===== src/rtl/job_dispatcher_pkg.sv =====
// Shared types and width constants for the job dispatcher: FSM state encoding,
// descriptor field widths and the largest compressed block the decompressors accept.
package job_dispatcher_pkg;

  localparam int ADDR_W          = 64;
  localparam int CLEN_W          = 35;
  localparam int DLEN_W          = 32;
  localparam int JOB_ID_W        = 16;
  localparam int MAX_BLOCK_BYTES = 65536;

  typedef enum logic [2:0] {
    ST_IDLE      = 3'd0,
    ST_LOAD      = 3'd1,
    ST_START     = 3'd2,
    ST_WAIT_BUSY = 3'd3,
    ST_WAIT_DONE = 3'd4
  } state_e;

endpackage


===== src/rtl/job_dispatcher.sv =====
// Loads one descriptor per decompressor slot into the I/O controller, starts the batch
// and tracks it to completion. Optional length screening: define DISPATCH_LEN_CHECK_EN.
module job_dispatcher
  import job_dispatcher_pkg::*;
#(
  parameter int NUM_DECOMPRESSOR = 2
) (
  input  logic                clk,
  input  logic                rst_n,
  input  logic                desc_valid,
  output logic                desc_ready,
  input  logic [ADDR_W-1:0]   desc_src_addr,
  input  logic [ADDR_W-1:0]   desc_des_addr,
  input  logic [CLEN_W-1:0]   desc_comp_len,
  input  logic [DLEN_W-1:0]   desc_decomp_len,
  input  logic                desc_last,
  output logic                job_valid_o,
  output logic [JOB_ID_W-1:0] job_id_o,
  output logic [ADDR_W-1:0]   src_addr_o,
  output logic [ADDR_W-1:0]   des_addr_o,
  output logic [CLEN_W-1:0]   comp_len_o,
  output logic [DLEN_W-1:0]   decomp_len_o,
  output logic                start_o,
  input  logic                io_idle,
  input  logic                io_done,
  output logic                batch_done_o,
  output logic [31:0]         batch_count_o,
  output logic                desc_err_o
);

  localparam int SLOT_W = $clog2(NUM_DECOMPRESSOR + 1);
  localparam logic [SLOT_W-1:0] SLOT_MAX = SLOT_W'(NUM_DECOMPRESSOR);

  state_e              state_q, state_d;
  logic [SLOT_W-1:0]   slot_q, slot_d;
  logic                close_q, close_d;
  logic                job_valid_q, job_valid_d;
  logic [JOB_ID_W-1:0] job_id_q, job_id_d;
  logic [ADDR_W-1:0]   src_q, src_d, des_q, des_d;
  logic [CLEN_W-1:0]   clen_q, clen_d;
  logic [DLEN_W-1:0]   dlen_q, dlen_d;
  logic                batch_done_q, batch_done_d;
  logic [31:0]         count_q, count_d;
  logic                ready_s;

`ifdef DISPATCH_LEN_CHECK_EN
  logic err_q, err_d;

  function automatic logic len_ok(input logic [CLEN_W-1:0] clen, input logic [DLEN_W-1:0] dlen);
    return (clen != {CLEN_W{1'b0}}) && (dlen != {DLEN_W{1'b0}}) &&
           (clen <= CLEN_W'(MAX_BLOCK_BYTES));
  endfunction
`endif

  // Next-state, slot bookkeeping and output register inputs.
  always_comb begin
    state_d      = state_q;
    slot_d       = slot_q;
    close_d      = close_q;
    job_valid_d  = 1'b0;
    job_id_d     = job_id_q;
    src_d        = src_q;
    des_d        = des_q;
    clen_d       = clen_q;
    dlen_d       = dlen_q;
    batch_done_d = 1'b0;
    count_d      = count_q;
    ready_s      = 1'b0;
`ifdef DISPATCH_LEN_CHECK_EN
    err_d        = err_q;
`endif
    case (state_q)
      ST_IDLE: begin
        slot_d  = {SLOT_W{1'b0}};
        close_d = 1'b0;
        if (io_idle) state_d = ST_LOAD;
        else         state_d = ST_IDLE;
      end
      ST_LOAD: begin
        ready_s = (slot_q < SLOT_MAX) & ~job_valid_q;
        if (desc_valid & ready_s) begin
`ifdef DISPATCH_LEN_CHECK_EN
          if (!len_ok(desc_comp_len, desc_decomp_len)) begin
            // Dropped descriptor still honours desc_last; an empty batch is abandoned.
            err_d = 1'b1;
            if (desc_last) state_d = (slot_q == {SLOT_W{1'b0}}) ? ST_IDLE : ST_START;
            else           state_d = ST_LOAD;
          end else
`endif
          begin
            job_valid_d = 1'b1;
            job_id_d    = JOB_ID_W'(slot_q);
            src_d       = desc_src_addr;
            des_d       = desc_des_addr;
            clen_d      = desc_comp_len;
            dlen_d      = desc_decomp_len;
            slot_d      = slot_q + SLOT_W'(1);
            close_d     = desc_last | ((slot_q + SLOT_W'(1)) == SLOT_MAX);
          end
        end else if (job_valid_q & close_q) begin
          state_d = ST_START;
        end else begin
          state_d = ST_LOAD;
        end
      end
      ST_START: state_d = ST_WAIT_BUSY;
      ST_WAIT_BUSY: begin
        if (!io_idle) state_d = ST_WAIT_DONE;
        else          state_d = ST_WAIT_BUSY;
      end
      ST_WAIT_DONE: begin
        if (io_idle & io_done) begin
          batch_done_d = 1'b1;
          count_d      = count_q + 32'd1;
          state_d      = ST_IDLE;
        end else begin
          state_d = ST_WAIT_DONE;
        end
      end
      default: state_d = ST_IDLE;
    endcase
  end

  // State and output registers with synchronous active-low reset.
  always_ff @(posedge clk) begin
    if (!rst_n) begin
      state_q      <= ST_IDLE;
      slot_q       <= {SLOT_W{1'b0}};
      close_q      <= 1'b0;
      job_valid_q  <= 1'b0;
      job_id_q     <= {JOB_ID_W{1'b0}};
      src_q        <= {ADDR_W{1'b0}};
      des_q        <= {ADDR_W{1'b0}};
      clen_q       <= {CLEN_W{1'b0}};
      dlen_q       <= {DLEN_W{1'b0}};
      batch_done_q <= 1'b0;
      count_q      <= 32'd0;
`ifdef DISPATCH_LEN_CHECK_EN
      err_q        <= 1'b0;
`endif
    end else begin
      state_q      <= state_d;
      slot_q       <= slot_d;
      close_q      <= close_d;
      job_valid_q  <= job_valid_d;
      job_id_q     <= job_id_d;
      src_q        <= src_d;
      des_q        <= des_d;
      clen_q       <= clen_d;
      dlen_q       <= dlen_d;
      batch_done_q <= batch_done_d;
      count_q      <= count_d;
`ifdef DISPATCH_LEN_CHECK_EN
      err_q        <= err_d;
`endif
    end
  end

  assign desc_ready    = ready_s;
  assign job_valid_o   = job_valid_q;
  assign job_id_o      = job_id_q;
  assign src_addr_o    = src_q;
  assign des_addr_o    = des_q;
  assign comp_len_o    = clen_q;
  assign decomp_len_o  = dlen_q;
  assign start_o       = (state_q == ST_START);
  assign batch_done_o  = batch_done_q;
  assign batch_count_o = count_q;
`ifdef DISPATCH_LEN_CHECK_EN
  assign desc_err_o    = err_q;
`else
  assign desc_err_o    = 1'b0;
`endif

endmodule


===== config.mk =====
export PLATFORM = sky130hd
export DESIGN_NAME = job_dispatcher
export DESIGN_NICKNAME = d
export VERILOG_FILES = /design/src/rtl/job_dispatcher_pkg.sv /design/src/rtl/job_dispatcher.sv
export SDC_FILE = /design/constraint.sdc
export NUM_CORES = 1
export LEC_CHECK = 0
export ABC_AREA = 1
export BUFFER_PORTS_ARGS = -buffer_cell sky130_fd_sc_hd__buf_2
export CAP_MARGIN = 25
export CORE_AREA = 2 2 175 177
export CTS_CLUSTER_SIZE = 16
export DETAILED_ROUTE_END_ITERATION = 7
export DIE_AREA = 0 0 177 179
export GPL_TIMING_DRIVEN = 0
export PLACE_DENSITY = 0.6
export RECOVER_POWER = 50
export SYNTH_ARGS = -nofsm -noshare
export SYNTH_HDL_FRONTEND = slang
export SYNTH_SLANG_ARGS = --single-unit

===== constraint.sdc =====
create_clock -name clk -period 1.8 [get_ports clk]
set_clock_uncertainty 0.15 [all_clocks]
set_input_delay 0.45 -clock clk [delete_from_list [all_inputs] [get_ports clk]]
set_output_delay 0.45 -clock clk [all_outputs]
set_load 0.02 [all_outputs]

==> flow_summary.yaml, run 1 <==
worst_setup_path:
  worstPathArrival_ns: 1.46
  critPathLaunchType: "register"
  reg2reg_depth: 8
  cp-end-kind: "primary output"
  worstPathMaxFanout: 3
  worstReg2RegEnd: "batch_count_o[5]"
  cp.required_ns: 1.20
  r2r_slack_ns: -0.06
  worstSetupPathType: "register to primary output"
  r2r_start: "state_q[1]"
timing:
  final.setup.worst_slack_ns: -0.257
  slew_headroom_pct: 56.9
  period_share_pct: 114
  rsz0062_at_grt: "yes"
  finalCriticalPeriod_ns: 2.06
  hold-worst-slack_ns: 0.0392
  worst_pin_slew_ns: 0.647
  finalSetupTns_ns: -0.637
  final_max_slew_viol_count: 0
  finalHoldViolations: 0
  max_freq_ghz: 0.486
  setup_viol: 13
placed_design:
  gp_congestion: 0.840
  port_buffers: 432
  hpwlAfterDp_mm: 23.7
grt:
  antenna_found_initial: 1
  grt_overflow: 0
  grt_pass1_vias: 10000
  grt_max_degree: 14
  grt_pass1_wl_mm: 51.5
  track_usage_pct: 20.2
synthesis:
  synth_largest_area_cell: "dfxtp_1"
  synth-seq-area-share_pct: 52.6
  yosys.area_share.adder_pct: 0.277
  synth_seq_cells: 237
  synth-simple-area-share_pct: 36.6
  synth_cells: 1207
  synth_mux_area_share_pct: 0
  synth_area_leaders: "dfxtp_1 53%, nand2_1 20%, nand3_1 12%, nor2_1 2.6%, inv_1 2.3%"
  avgSynthCellArea_um2: 7.48
  syn_area_um2: 9020
  synthXorXnorAreaFrac_pct: 0.582
  synth-compound-area-share_pct: 2.20
  synth.top_cell.area_share_pct: 52.6
  yosysWarnings: 0
  synth.distinct_cells: 27
  synth_top_family_by_area: "simple AND/OR/NAND/NOR gates"
power_and_ir_drop:
  switching_share_pct: 25.4
  power_frac_seq_pct: 43.5
  p_comb_share_pct: 13.5
  totalPowerFinal_w: 0.0128
  powerDensity_nw_per_um2: 854
  switchingPower_w: 0.00326
  internal_power_w: 0.00956
  p_clk_share_pct: 43.0
  peakVddDrop_mv: 0.584
  p_leak_nw: 7.91
floorplan:
  dieArea_um2: 31700
  start_util_pct: 30.0
  pin_count: 449
  core_area_um2: 30000
  dieWidth_um: 177
  dieHeight_um: 179
  core.rowCount: 64
route:
  drc: 0
  dr.pass1.iters: 5
  ant_nets: 0
  viasPerCell: 4.50
  num_vias: 10400
  routed_wl_mm: 34.4
  first_iter_violations: 528
  wire_per_inst_um: 14.9
clock_tree:
  path_clk_slew_ns: 0.06
  cts_inserted_buffers: 27
  root_buffer: "clkbuf_16"
  htreeDepth: 1
  clockBufferDepth: 3
  cts_tree: "yes"
  clock_latency_ns: 0.53
  clock-sinks: 237
cells_and_area:
  nNetsFinal: 2097
  fill_cells: 2814
  layout_commonest_cell: "nand2_1"
  drive_gt1_share_pct: 31.6
  multiInputGateArea_um2: 3770
  regArea_um2: 4770
  area_growth_pct: 66.3
  final_cell_mix: "469 x nand2_1, 439 x buf_2, 217 x nand3_1, 217 x dfxtp_1, 192 x dlygate4sd3_1"
run_status:
  status: "finished, violations left"
  violations: "setup timing"
min_path:
  hold_depth: 3
  holdPathEnd: "decomp_len_o[8]"
  hold_path_class: "primary input to register"
  holdCritStartpoint: "desc_decomp_len[8]"
run:
  drv_cap: 0
## how the worst max path moves through the flow
| stage | from | to | slack (ns) | cells after the start |
|---|---|---|---|---|
| floorplan | batch_count_o[0] | batch_count_o[14] | 0.003 | 8 |
| global placement | rst_n | src_addr_o[61] | -0.68 | 5 |
| detailed placement | rst_n | src_addr_o[60] | -0.72 | 5 |
| CTS | state_q[0] | desc_ready | -0.28 | 5 |
| global route | state_q[1] | desc_ready | -0.36 | 4 |
| finish | state_q[1] | desc_ready | -0.26 | 4 |
## sequential cells by signal, summed over array words and instances (netlist names)
register       cells
comp_len_o        35
batch_done_o       1
slot_q             2
close_q            1
des_addr_o        64
decomp_len_o      32
job_id_o           2
job_valid_o        1
src_addr_o        64
state_q            3
batch_count_o     32
## timing repair
item / CTS / global route
endpoints found under the hold margin: 192 / 0
hold buffers: 192 / 0
pin swaps: 5 / 8
resized for setup: 34 / 67
endpoints found under the setup margin: 233 / 235
setup buffers: 7 / 14
cloned: 0 / 1
## cell usage after synthesis
cell and number:
nand2_1 471, dfxtp_1 237, nand3_1 221, nor2_1 62, inv_1 56, clkbuf_1 27, buf_4 20, buf_2 18
a21oi_1 17, nor3_1 14, o21ai_0 13, buf_6 10, nand4_1 10, buf_1 9, xor2_1 4, a211oi_1 2
ha_1 2, nor2_2 2, nor3b_1 2, o211a_1 2, xnor2_1 2, a31oi_1 1, conb_1 1, nand2_2 1
nor2_4 1, nor3_4 1, o21bai_1 1
## through the flow
| step | utilization [%] | setup WS (ns) | area, um^2 | cells |
|---|---|---|---|---|
| 2_1_floorplan | - | 0.00299 | 9080 | 1221 |
| 3_3_place_gp | 39.1 | -0.678 | 11700 | 2049 |
| 3_5_place_dp | 39.1 | -0.718 | 11700 | 2049 |
| 4_1_cts | 48.9 | -0.283 | 14700 | 2295 |
| 5_1_grt | 50.0 | -0.355 | 15000 | 2308 |
| 6_report | 50.0 | -0.257 | 15000 | 2309 |
## layer usage
layer  track usage, %  part of all wire (%)  wire, um  vias up
li1                 -                     -         -     5199
met1             23.4                    40     13800     4697
met2             36.0                    50     17100      411
met3             4.69                   7.2      2460       86
met4             7.58                   3.3      1140        0
met5                0                     0         0        -
## worst max-delay path, cell delays in order (launching register included)
cell,delay (ns)
dfxtp_4,0.35
nor3_4,0.23
inv_2,0.07
nor3_2,0.10
buf_4,0.17
## cell families (layout without fill, tap and decap cells)
kind of cell | count (synthesis) | count (layout)
compound gates | 36 | 36
xor+xnor | 6 | 6
fa+ha+maj | 2 | 2
buf+inv | 140 | 831
flops | 237 | 237
other cells | 1 | 16
simple gates | 785 | 785
## power groups by stage
stage / Combinational (W) / Clock, W / Sequential [W]
global placement: 0.00132 / 0 / 0.00568
floorplan: 0.000453 / 0 / 0.00594
CTS: 0.00168 / 0.00565 / 0.00558
global route: 0.00187 / 0.00584 / 0.00560
detailed placement: 0.00132 / 0 / 0.00569
finish: 0.00173 / 0.00551 / 0.00558
## final cells by class
cell class,count,area share (%)
Sequential cell,237,31.8
Buffer,83,3.79
Inverter,56,1.40
Clock inverter,10,0.734
Antenna cell,1,0.0167
Clock buffer,37,5.22
Multi-Input combinational cell,844,25.2
Timing Repair Buffer,645,28.6
Tap cell,396,3.30
(Power assumes the default switching activity.)
==> run 2: changes to the inputs <==
Settings changed: CORE_AREA 2 2 175 177 to 2 2 174 176, DIE_AREA 0 0 177 179 to 0 0 176 178, PLACE_DENSITY 0.6 to 0.58.
Clock period 1.8 ns to 2.16 ns, I/O delays scaled along.
==> flow_summary.yaml, run 2 (synthesized netlist as in run 1, its figures left out) <==
cells_and_area:
  drive_gt1_share_pct: 19.8
  layout_commonest_cell: "nand2_1"
  multiInputGateArea_um2: 3650
  regArea_um2: 4750
  nNetsFinal: 1888
  final_core_util_pct: 42.3
  final_cell_mix: "471 x nand2_1, 241 x buf_2, 235 x dfxtp_1"
  fill_cells: 3180
  area_growth_pct: 38.0
clock_tree:
  clock-sinks: 237
  hold_buffers: 0
  root_buffer: "clkbuf_16"
  clockBufferDepth: 3
  path_clk_slew_ns: 0.06
  htreeDepth: 1
  cts_inserted_buffers: 27
  cts_tree: "yes"
  clock_latency_ns: 0.53
timing:
  final.setup.worst_slack_ns: 0.0297
  max_freq_ghz: 0.469
  period_share_pct: 98.6
  final_max_slew_viol_count: 0
  rsz0062_at_grt: "yes"
  slew_headroom_pct: 49.7
  setup_viol: 0
  finalHoldViolations: 0
  finalCriticalPeriod_ns: 2.13
  worst_pin_slew_ns: 0.755
worst_setup_path:
  cp-end-kind: "primary output"
  cp.required_ns: 1.47
  max_stage_delay_ns: 0.36
  crit_chain: "nor3_4, inv_2, nor3_2, buf_4"
  path_buf_inv: 2
  worstSetupPathType: "register to primary output"
  cpMaxStageDelayCell: "dfxtp_4"
  worstPathMaxFanout: 6
  critPathLaunchType: "register"
  worstPathArrival_ns: 1.44
  cp_top_family: "flip-flops"
placed_design:
  port_buffers: 432
  gp_congestion: 0.867
  hpwlAfterDp_mm: 24.3
  dp_worst_setup_slack_ns: -0.438
floorplan:
  dieHeight_um: 178
  core.rowCount: 63
  start_util_pct: 30.7
  pin_count: 449
  dieWidth_um: 176
  core_area_um2: 29400
  dieArea_um2: 31300
power_and_ir_drop:
  p_leak_nw: 6.11
  totalPowerFinal_w: 0.0104
  powerDensity_nw_per_um2: 839
  peakVddDrop_mv: 0.542
route:
  drc: 0
  first_iter_violations: 498
  dr.pass1.iters: 5
  ant_nets: 0
  routed_wl_mm: 32.0
  num_vias: 9566
  viasPerCell: 4.57
  wire_per_inst_um: 15.3
run_status:
  status: "finished clean"
grt:
  grt_pass1_vias: 8853
  track_usage_pct: 19.4
  grt_max_degree: 13
  grt_overflow: 0
  grt_pass1_wl_mm: 48.3
  antenna_found_initial: 2
min_path:
  hold_path_class: "primary input to register"
run:
  drv_cap: 0
run 2: cell type report:
type | count | area share (%)
Inverter | 56 | 1.69
Tap cell | 390 | 3.92
Sequential cell | 237 | 38.2
Timing Repair Buffer | 435 | 15.5
Clock inverter | 10 | 1.01
Antenna cell | 1 | 0.0201
Multi-Input combinational cell | 844 | 29.3
Clock buffer | 37 | 6.37
Buffer | 84 | 3.98
run 2: through the flow:
| step | instance area [um^2] | hold WS, ns | std cells | TNS, ns |
|---|---|---|---|---|
| 5_1_grt | 12400 | 0.0341 | 2094 | -0.0412 |
| 3_5_place_dp | 11700 | 0.278 | 2043 | -46.83 |
| 2_1_floorplan | 9080 | 0.304 | 1221 | 0 |
| 3_3_place_gp | 11700 | 0.279 | 2043 | -37.88 |
| 6_report | 12400 | 0.0445 | 2094 | 0 |
| 4_1_cts | 12700 | 0.00714 | 2091 | -0.0598 |
run 2: tightest hold or removal path: cells and delay by family:
kind	cells	cell delay, ns
and+or+nand+nor	2	0.08
buffers and inverters	1	0.07
run 2: final timing paths:
path | from | to | slack, ns | cells after the start
setup / recovery | state_q[2] | desc_ready | 0.03 | 4
hold / removal | desc_src_addr[8] | src_addr_o[8] | 0.04 | 3
setup reg to reg | state_q[0] | batch_count_o[28] | 0.18 | 7
hold reg to reg | job_id_o[1] | job_id_o[1] | 0.29 | 2
run 2: metal layers:
metal / track usage [%] / vias up / routed length, um
met1: 23.4 / 4314 / 12900
met2: 34.0 / 409 / 15500
met3: 4.94 / 54 / 2670
met4: 5.61 / 2 / 941
li1: - / 4787 / -
met5: 0 / - / 7
run 2: repair_timing:
action	4_1_cts	5_1_grt
buffers inserted	1	2
endpoints found under the setup margin	19	45
pin swaps	1	2
resized for setup	7	10
cloned	0	0
run 2: report_power, final:
part | total [W] | switching (W) | leakage (nW) | internal [W]
Sequential | 0.00465 | 0.000101 | 1.92 | 0.00455
Combinational | 0.00106 | 0.000706 | 3.73 | 0.000353
Clock | 0.00473 | 0.00184 | 0.462 | 0.00290
Total | 0.0104 | 0.00264 | 6.11 | 0.00780
==> run 3: changes to the inputs <==
Settings changed: CORE_AREA 2 2 174 176 to 2 2 176 178, DIE_AREA 0 0 176 178 to 0 0 178 180, GPL_TIMING_DRIVEN 0 to 1, PLACE_DENSITY 0.58 to 0.57.
==> flow_summary.yaml, run 3 (synthesized netlist as in run 1, its figures left out) <==
run_status:
  status: "finished clean"
placed_design:
  gp_congestion: 0.830
  placed_cell_area_um2: 11600
  port_buffers: 433
  hpwlAfterDp_mm: 20.8
clock_tree:
  path_clk_slew_ns: 0.06
  root_buffer: "clkbuf_16"
  cts_inserted_buffers: 27
  htreeDepth: 1
  clock_latency_ns: 0.54
  clock-sinks: 237
  clockBufferDepth: 3
  cts_tree: "yes"
power_and_ir_drop:
  p_comb_share_pct: 9.7
  internal_power_w: 0.00776
  powerDensity_nw_per_um2: 845
  power_frac_seq_pct: 44.8
  switching_share_pct: 25.3
  switchingPower_w: 0.00263
  peakVddDrop_mv: 0.511
  p_clk_share_pct: 45.6
  p_leak_nw: 6.02
grt:
  grt_overflow: 0
  grt_pass1_wl_mm: 45.4
  track_usage_pct: 17.2
  antenna_found_initial: 1
  grt_pass1_vias: 8652
  grt_max_degree: 99
timing:
  finalSetupTns_ns: 0
  worst_pin_slew_ns: 0.838
  rsz0062_at_grt: "yes"
  period_share_pct: 97.3
  slew_headroom_pct: 44.1
  hold-worst-slack_ns: 0.0362
  finalCriticalPeriod_ns: 2.10
  max_freq_ghz: 0.476
  finalHoldViolations: 0
  final_max_slew_viol_count: 0
  setup_viol: 0
floorplan:
  core_area_um2: 30200
  dieHeight_um: 180
  dieArea_um2: 32000
  core.rowCount: 64
  pin_count: 449
  start_util_pct: 29.9
  dieWidth_um: 178
route:
  wire_per_inst_um: 14.2
  viasPerCell: 4.49
  first_iter_violations: 416
  ant_nets: 0
  dr.pass1.iters: 4
  drc: 0
  routed_wl_mm: 29.0
  num_vias: 9190
cells_and_area:
  stdcell_area_um2: 12300
  final_cell_mix: "471 x nand2_1, 234 x dfxtp_1, 232 x buf_2"
  layout_commonest_cell: "nand2_1"
  fill_cells: 3270
  multiInputGateArea_um2: 3650
  nNetsFinal: 1833
  area_growth_pct: 36.3
  regArea_um2: 4750
  diodes: 0
  drive_gt1_share_pct: 19.3
worst_setup_path:
  startpoint: "state_q[1]"
  reg2reg_depth: 8
  r2r_slack_ns: 0.16
  critPathLaunchType: "register"
  cp-end-kind: "primary output"
  worstPathMaxFanout: 4
  worstReg2RegEnd: "batch_count_o[9]"
  crit_end: "desc_ready"
  worstPathArrival_ns: 1.41
  cp.required_ns: 1.47
  r2r_start: "state_q[0]"
  worstSetupPathType: "register to primary output"
min_path:
  hold_path_class: "primary input to register"
  holdCritStartpoint: "desc_src_addr[52]"
run:
  drv_cap: 0
-- run 3: cell count changes in the layout (fill, tap and decap cells not counted), moves of 4 or more --
cell,previous run,this run
buf_1,6,0
buf_6,11,1
buf_12,0,7
buf_2,241,232
clkbuf_1,234,202
clkbuf_2,5,1
dlygate4sd3_1,0,4
buf_4,24,19
-- run 3: worst max-delay path, cell delays in order (launching register included) --
cell and delay, ns:
dfxtp_2 0.35, nor3_4 0.20, inv_2 0.06, nor3_2 0.11, buf_4 0.17
-- run 3: layout make-up --
class	instances	area share (%)
clock buffers	39	6.68
clock inverters	11	0.957
inverters	56	1.71
multi-input cells	844	29.7
flip-flops and latches	237	38.6
well taps	396	4.03
repair buffers	464	18.3
-- run 3: how the worst min path moves through the flow --
stage / slack [ns] / cells past startpoint / end
after floorplan: 0.30 / 2 / job_id_o[0]
after global placement: 0.28 / 2 / job_id_o[1]
after detailed placement: 0.30 / 2 / job_id_o[1]
after CTS: 0.0003 / 3 / comp_len_o[14]
after global routing: 0.01 / 3 / src_addr_o[59]
final: 0.04 / 3 / src_addr_o[52]
-- run 3: power by group through the flow --
stage | sequential [W] | clock [W] | combinational (W)
after CTS | 0.00464 | 0.00490 | 0.00107
after global placement | 0.00473 | 0 | 0.00105
after floorplan | 0.00495 | 0 | 0.000377
after detailed placement | 0.00474 | 0 | 0.00105
final | 0.00465 | 0.00473 | 0.00101
after global routing | 0.00467 | 0.00510 | 0.00110
-- run 3: metal layers --
layer  track usage, %  vias up  wire length, um
li1                 -     4663                -
met1             20.8     4102            11800
met2             29.3      364            13800
met3             5.18       59             2580
met4             5.18        2              794
met5                0        -               16
-- run 3: what timing repair did --
action,CTS,global route
setup buffers,3,0
cloned,0,0
pin swaps,1,1
hold buffers,4,0
setup endpoints to repair,1,4
endpoints found under the hold margin,4,0
resized for setup,5,3
-- run 3: through the flow --
step / total power, W / util (%) / std cells / worst slack, ns
after global placement: 0.00579 / 38.3 / 1990 / 0.0481
after global routing: 0.0109 / 40.7 / 2047 / -0.0212
final: 0.0104 / 40.7 / 2047 / 0.0582
after floorplan: 0.00532 / - / 1221 / 0.285
after detailed placement: 0.00579 / 38.3 / 1990 / 0.0262
after CTS: 0.0106 / 41.6 / 2047 / -0.00597
